[src/rtl/tone_sequencer.sv]
// tone_sequencer: turns game-event pulses into timed note sequences for the speaker; `define SND_PREEMPT_EN lets a win abort a move/invalid sequence
module tone_sequencer #(
  parameter int HP_W       = 18,
  parameter int NOTE_TICKS = 5_000_000,
  parameter int GAP_TICKS  = 1_000_000
) (
  input  logic            clk,
  input  logic            rst,
  input  logic            evt_move,
  input  logic            evt_invalid,
  input  logic            evt_win,
  output logic [HP_W-1:0] tone_half_period,
  output logic            tone_en,
  output logic            busy,
  output logic            done
);
  localparam int CW = $clog2(NOTE_TICKS > GAP_TICKS ? NOTE_TICKS : GAP_TICKS) + 1;
  localparam logic [1:0] IDLE = 2'd0, PLAY = 2'd1, GAP = 2'd2;
  localparam logic [1:0] MEL_MOVE = 2'd0, MEL_INV = 2'd1, MEL_WIN = 2'd2;
  logic [1:0]    state_q, state_d, mel_q, mel_d, note_q, note_d;
  logic [CW-1:0] tick_q, tick_d;
  logic          done_d, start, preempt, last, en_d;
  logic [HP_W-1:0] hp_d;
  function automatic logic [HP_W-1:0] rom_hp(input logic [1:0] m, input logic [1:0] n);
    return m == MEL_WIN ? (n == 2'd0 ? HP_W'(47801) : n == 2'd1 ? HP_W'(37936) :
                           n == 2'd2 ? HP_W'(31888) : HP_W'(23877)) :
           m == MEL_INV ? HP_W'(113636) : HP_W'(31888);
  endfunction
  assign start = (state_q == IDLE) & (evt_move | evt_invalid | evt_win);
`ifdef SND_PREEMPT_EN
  assign preempt = evt_win & (state_q != IDLE) & (mel_q != MEL_WIN);
`else
  assign preempt = 1'b0;
`endif
  assign last = note_q == (mel_q == MEL_WIN ? 2'd3 : mel_q == MEL_INV ? 2'd1 : 2'd0);
  // next-state: event start/preempt, note/gap timeouts, tick countdown
  always_comb begin
    state_d = state_q;
    mel_d   = mel_q;
    note_d  = note_q;
    tick_d  = tick_q;
    done_d  = 1'b0;
    if (start | preempt) begin
      state_d = PLAY;
      mel_d   = evt_win ? MEL_WIN : evt_invalid ? MEL_INV : MEL_MOVE;
      note_d  = 2'd0;
      tick_d  = CW'(NOTE_TICKS - 1);
    end else if (state_q == PLAY && tick_q == '0) begin
      state_d = last ? IDLE : GAP;
      note_d  = last ? 2'd0 : note_q;
      tick_d  = last ? '0 : CW'(GAP_TICKS - 1);
      done_d  = last;
    end else if (state_q == GAP && tick_q == '0) begin
      state_d = PLAY;
      note_d  = note_q + 2'd1;
      tick_d  = CW'(NOTE_TICKS - 1);
    end else if (tick_q != '0) begin
      tick_d  = tick_q - CW'(1);
    end
    en_d = state_d == PLAY;
    hp_d = en_d ? rom_hp(mel_d, note_d) : '0;
  end
  // state and registered outputs
  always_ff @(posedge clk or negedge rst) begin
    if (!rst) begin
      state_q          <= IDLE;
      mel_q            <= MEL_MOVE;
      note_q           <= 2'd0;
      tick_q           <= '0;
      tone_half_period <= '0;
      tone_en          <= 1'b0;
      busy             <= 1'b0;
      done             <= 1'b0;
    end else begin
      state_q          <= state_d;
      mel_q            <= mel_d;
      note_q           <= note_d;
      tick_q           <= tick_d;
      tone_half_period <= hp_d;
      tone_en          <= en_d;
      busy             <= state_d != IDLE;
      done             <= done_d;
    end
  end
endmodule

[config.mk]
export PLATFORM = sky130hd
export DESIGN_NAME = tone_sequencer
export DESIGN_NICKNAME = d
export VERILOG_FILES = /design/src/rtl/tone_sequencer.sv
export SDC_FILE = /design/constraint.sdc
export NUM_CORES = 1
export LEC_CHECK = 0
export ABC_AREA = 1
export CORE_MARGIN = 3
export CORE_UTILIZATION = 49
export DETAILED_ROUTE_END_ITERATION = 6
export GPL_TIMING_DRIVEN = 0
export PLACE_DENSITY_LB_ADDON = 0.15
export SLEW_MARGIN = 10
export SYNTH_ARGS = -nofsm -noshare
export SYNTH_HDL_FRONTEND = slang
export SYNTH_SLANG_ARGS = --single-unit
[constraint.sdc]
create_clock -name clk -period 4.1 [get_ports clk]
set_input_delay 0.615 -clock clk [delete_from_list [all_inputs] [get_ports clk]]
set_output_delay 0.615 -clock clk [all_outputs]
set_load 0.02 [all_outputs]
==> impl_metrics.yaml <==
status:
  outcome: "finished clean"
worst_setup_path:
  timing.critical_path.fanout_max: 9
  critPathRequiredTime_ps: 4350
  crit_path_cell_trace: "inv_1 > ha_1 > nand2_1 > nor2_4 > nand4_4 > nand2_1 > o21ai_2 > and2_4 > o21ai_1 > nand2_1 > inv_1"
  critical_path.endpoint_type: "register"
  timing.critical_path.max_delay_family: "simple AND/OR/NAND/NOR gates"
  worstPathBufferInverterCount: 2
  criticalPathCategory: "register to register"
  crit_path_top_delay_cell: "dfrtp_1"
  regToRegEndpoint: "tick_q[2]"
  critPathMostFrequentCell: "nand2_1"
  crit_path_max_incr_delay_ps: 460
  worst-r2r-cell-count: 11
  rrSetupSlack_ps: 1950
  cp-start-kind: "register"
  arrival_ps: 2400
  crit-reg2reg-launch: "tick_q[0]"
run:
  drv_cap: 0
timing:
  finalWorstPathRequiredPeriod_ps: 2148
  setup_ws_ps: 1952
  worst_clock_skew_ps: 3.789
  final-hold-violation-count: 0
  fmax_mhz: 465.6
  final.period_utilization_pct: 52.39
  setup_violations: 0
  setup_tns_ps: 0
  finalMaxSlewViolations: 0
  rsz0062_at_grt: "no"
pwr:
  power.ir.vdd_worst_v: 0.0002012
  sw_frac_of_total_pct: 32.59
  pwr-share-clk_pct: 29.7
  p_per_area_mw_per_mm2: 370.3
  post-layout-total-power_mw: 1.169
  power.switching_mw: 0.3810
  power_frac_seq_pct: 46.0
  cellInternalPower_mw: 0.7880
  power.static_leakage_nw: 1.505
  combPwrFrac_pct: 24.3
route:
  number_of_drc_violations_after_detailed_routing_iteration_0: 163
  detail_route.drc_violations: 0
  vias_per_cell: 5.141
  detail_route.wirelength_um: 6189
  final_antenna_net_count: 0
  drt_pass1_iterations: 4
  routedWlPerCell_um: 13.85
  vias: 2298
die:
  full_die_area_sq_mm: 0.006448
  die-height_um: 80.30
  initial_utilization_pct: 51.65
  die_x_um: 80.30
  core_region_area_sq_mm: 0.005238
  rows: 26
  design.portCount: 26
placed_design:
  hpwl_um: 4814
  finalWeightedCongestion: 0.9056
  pre_cts_slack_ps: 1661
  port_buffers: 23
hold_path:
  hold_path.class: "primary input to async pin"
synth:
  synth-compound-area-share_pct: 8.326
  synth-adder-area-share_pct: 1.388
  synth_seq_cells: 44
  synth_area_in_simple_gates_pct: 36.49
  synth_top_area_share_pct: 40.70
  xor_xnor_share_of_the_synthesized_area_pct: 3.885
  netlist_top_cells_area: "dfrtp_1, nand2_1, nor2_1, inv_1, nand3_1"
  syn-mean-instance-area_sq_um: 7.864
  ys_warn_count: 0
  post_synth_mux_area_share_pct: 0
  synthesis.instances: 344
  main_combinational_cell_family_by_area_after_synthesis: "simple AND/OR/NAND/NOR gates"
  mappedNetlistArea_sq_mm: 0.002705
  synth.yosys.seq_area_share_pct: 40.70
  synth.lib_cells_used.distinct: 39
  synth.largest_area_cell: "dfrtp_1"
cells_and_area:
  final_core_utilization_pct: 60.27
  ant_cells: 0
  nets: 384
  post_route_cells_drive_above_1_share_pct: 19.89
  fill_count: 498
  signed_area_change_from_the_synthesized_netlist_to_the_final_layout_pct: 16.70
cts:
  cts.htree.levels: 2
  cts_tree: "done"
  worst_setup_hold_path_clk_slew_ps: 90
  post_cts.repair.setup_buffers: 0
  cts_made_buffers: 5
  ctsResizeCount: 0
  clockRootBuffer: "clkbuf_8"
  clock_insertion_delay_worst_skew_ps: 300
  clkSinkCount: 44
  cts_hold_buffers: 0
  clk_path_buf_depth: 2
global_routing:
  grt_util_all_layers_pct: 21.43
  grt_first_pass_wirelength_um: 10720
  grt_antenna_before_repair: 0
  maximum_number_of_pins_on_one_net_before_global_route_repair: 27
  grt_pass1_vias: 2246
  globalRouteOverflowTotal: 0
==> stage by stage <==
| stage | cells | instance area [sq um] | hold WS [ps] |
|---|---|---|---|
| 6_report | 447 | 3157 | 249.2 |
| 5_1_grt | 447 | 3157 | 278.1 |
| 4_1_cts | 447 | 3157 | 262.8 |
| 3_5_place_dp | 439 | 3042 | 551.6 |
| 3_3_place_gp | 438 | 3027 | 545.6 |
| 2_1_floorplan | 345 | 2709 | 319.4 |
==> worst max-delay path by stage <==
stage	from	endpoint	slack [ps]	cells after the start
after floorplan	evt_win	tone_half_period[11]	2320	11
after global placement	rst	tone_half_period[12]	1240	1
after detailed placement	evt_win	tone_half_period[8]	1660	12
after CTS	evt_win	tone_half_period[8]	1950	12
after global routing	tick_q[0]	tick_q[6]	1750	11
final	tick_q[0]	tick_q[2]	1950	11
==> worst reg2reg max path: stages (launching register included) <==
cell and delay, ps:
dfrtp_1 460, inv_1 140, ha_1 220, nand2_1 110, nor2_4 200, nand4_4 220
nand2_1 200, o21ai_2 170, and2_4 200, o21ai_1 70, nand2_1 60, inv_1 50
==> synth_stat cells (all sizes together) <==
cell     n
nand3   25
nor3     7
or2      3
nand4    7
xnor2    5
buf      9
a21oi   20
nand3b   1
a31oi    3
and3     1
dfrtp   44
o31ai    1
xor2     7
o22ai    1
ha       3
conb     1
o21ai   12
and2     1
nand2   76
nor2    68
inv     48
o21bai   1
==> cell families (layout without fill, tap and decap cells) <==
family,count (synthesis),count (layout)
compound gates,38,38
simple gates,189,189
buf+inv,57,89
other cells,1,2
flops,44,44
fa+ha+maj,3,3
xor+xnor,12,12
==> sequential cells by signal, summed over array words and instances, names as in the netlist <==
register          cells
tick_q               24
tone_half_period     12
mel_q                 2
note_q                2
state_q               2
busy                  1
done                  1
==> layer usage <==
metal  global-route usage, %  routed length (um)
met5                       0                   0
met1                   27.22                2822
met2                   37.91                3126
met4                   5.068                  52
met3                   3.475                 188
==> layout make-up <==
| class | count | area, sq um | share of cell area, % |
|---|---|---|---|
| multi-input cells | 244 | 1363 | 43.16 |
| flip-flops and latches | 44 | 1101 | 34.88 |
| repair buffers | 24 | 245.2 | 7.769 |
| inverters | 48 | 182.7 | 5.787 |
| well taps | 70 | 87.58 | 2.774 |
| clock buffers | 5 | 68.82 | 2.180 |
| plain buffers | 9 | 62.56 | 1.982 |
| clock inverters | 3 | 46.29 | 1.467 |
==> power by group through the flow <==
stage	logic, mW	registers [mW]	clock network (mW)
6_report	0.284	0.537	0.347
4_1_cts	0.286	0.537	0.355
3_3_place_gp	0.276	0.544	0
5_1_grt	0.325	0.547	0.372
2_1_floorplan	0.205	0.546	0
3_5_place_dp	0.283	0.545	0
==> cells in the final DEF (no fill, tap or decap), drive strengths merged <==
cell type      Yosys  final
nor3               7      7
xnor2              5      5
dfrtp             44     44
clkdlybuf4s50      0     22
buf                9     11
clkbuf             0      5
a31oi              3      3
o21bai             1      1
and3               1      1
nand3b             1      1
o22ai              1      1
conb               1      2
inv               48     49
nand4              7      7
a21oi             20     20
xor2               7      7
clkinvlp           0      1
or2                3      3
nand2             76     76
o21ai             12     12
o31ai              1      1
nand3             25     25
and2               1      1
bufinv             0      1
nor2              68     68
ha                 3      3
No activity file was read; power rests on OpenSTA's default activity.
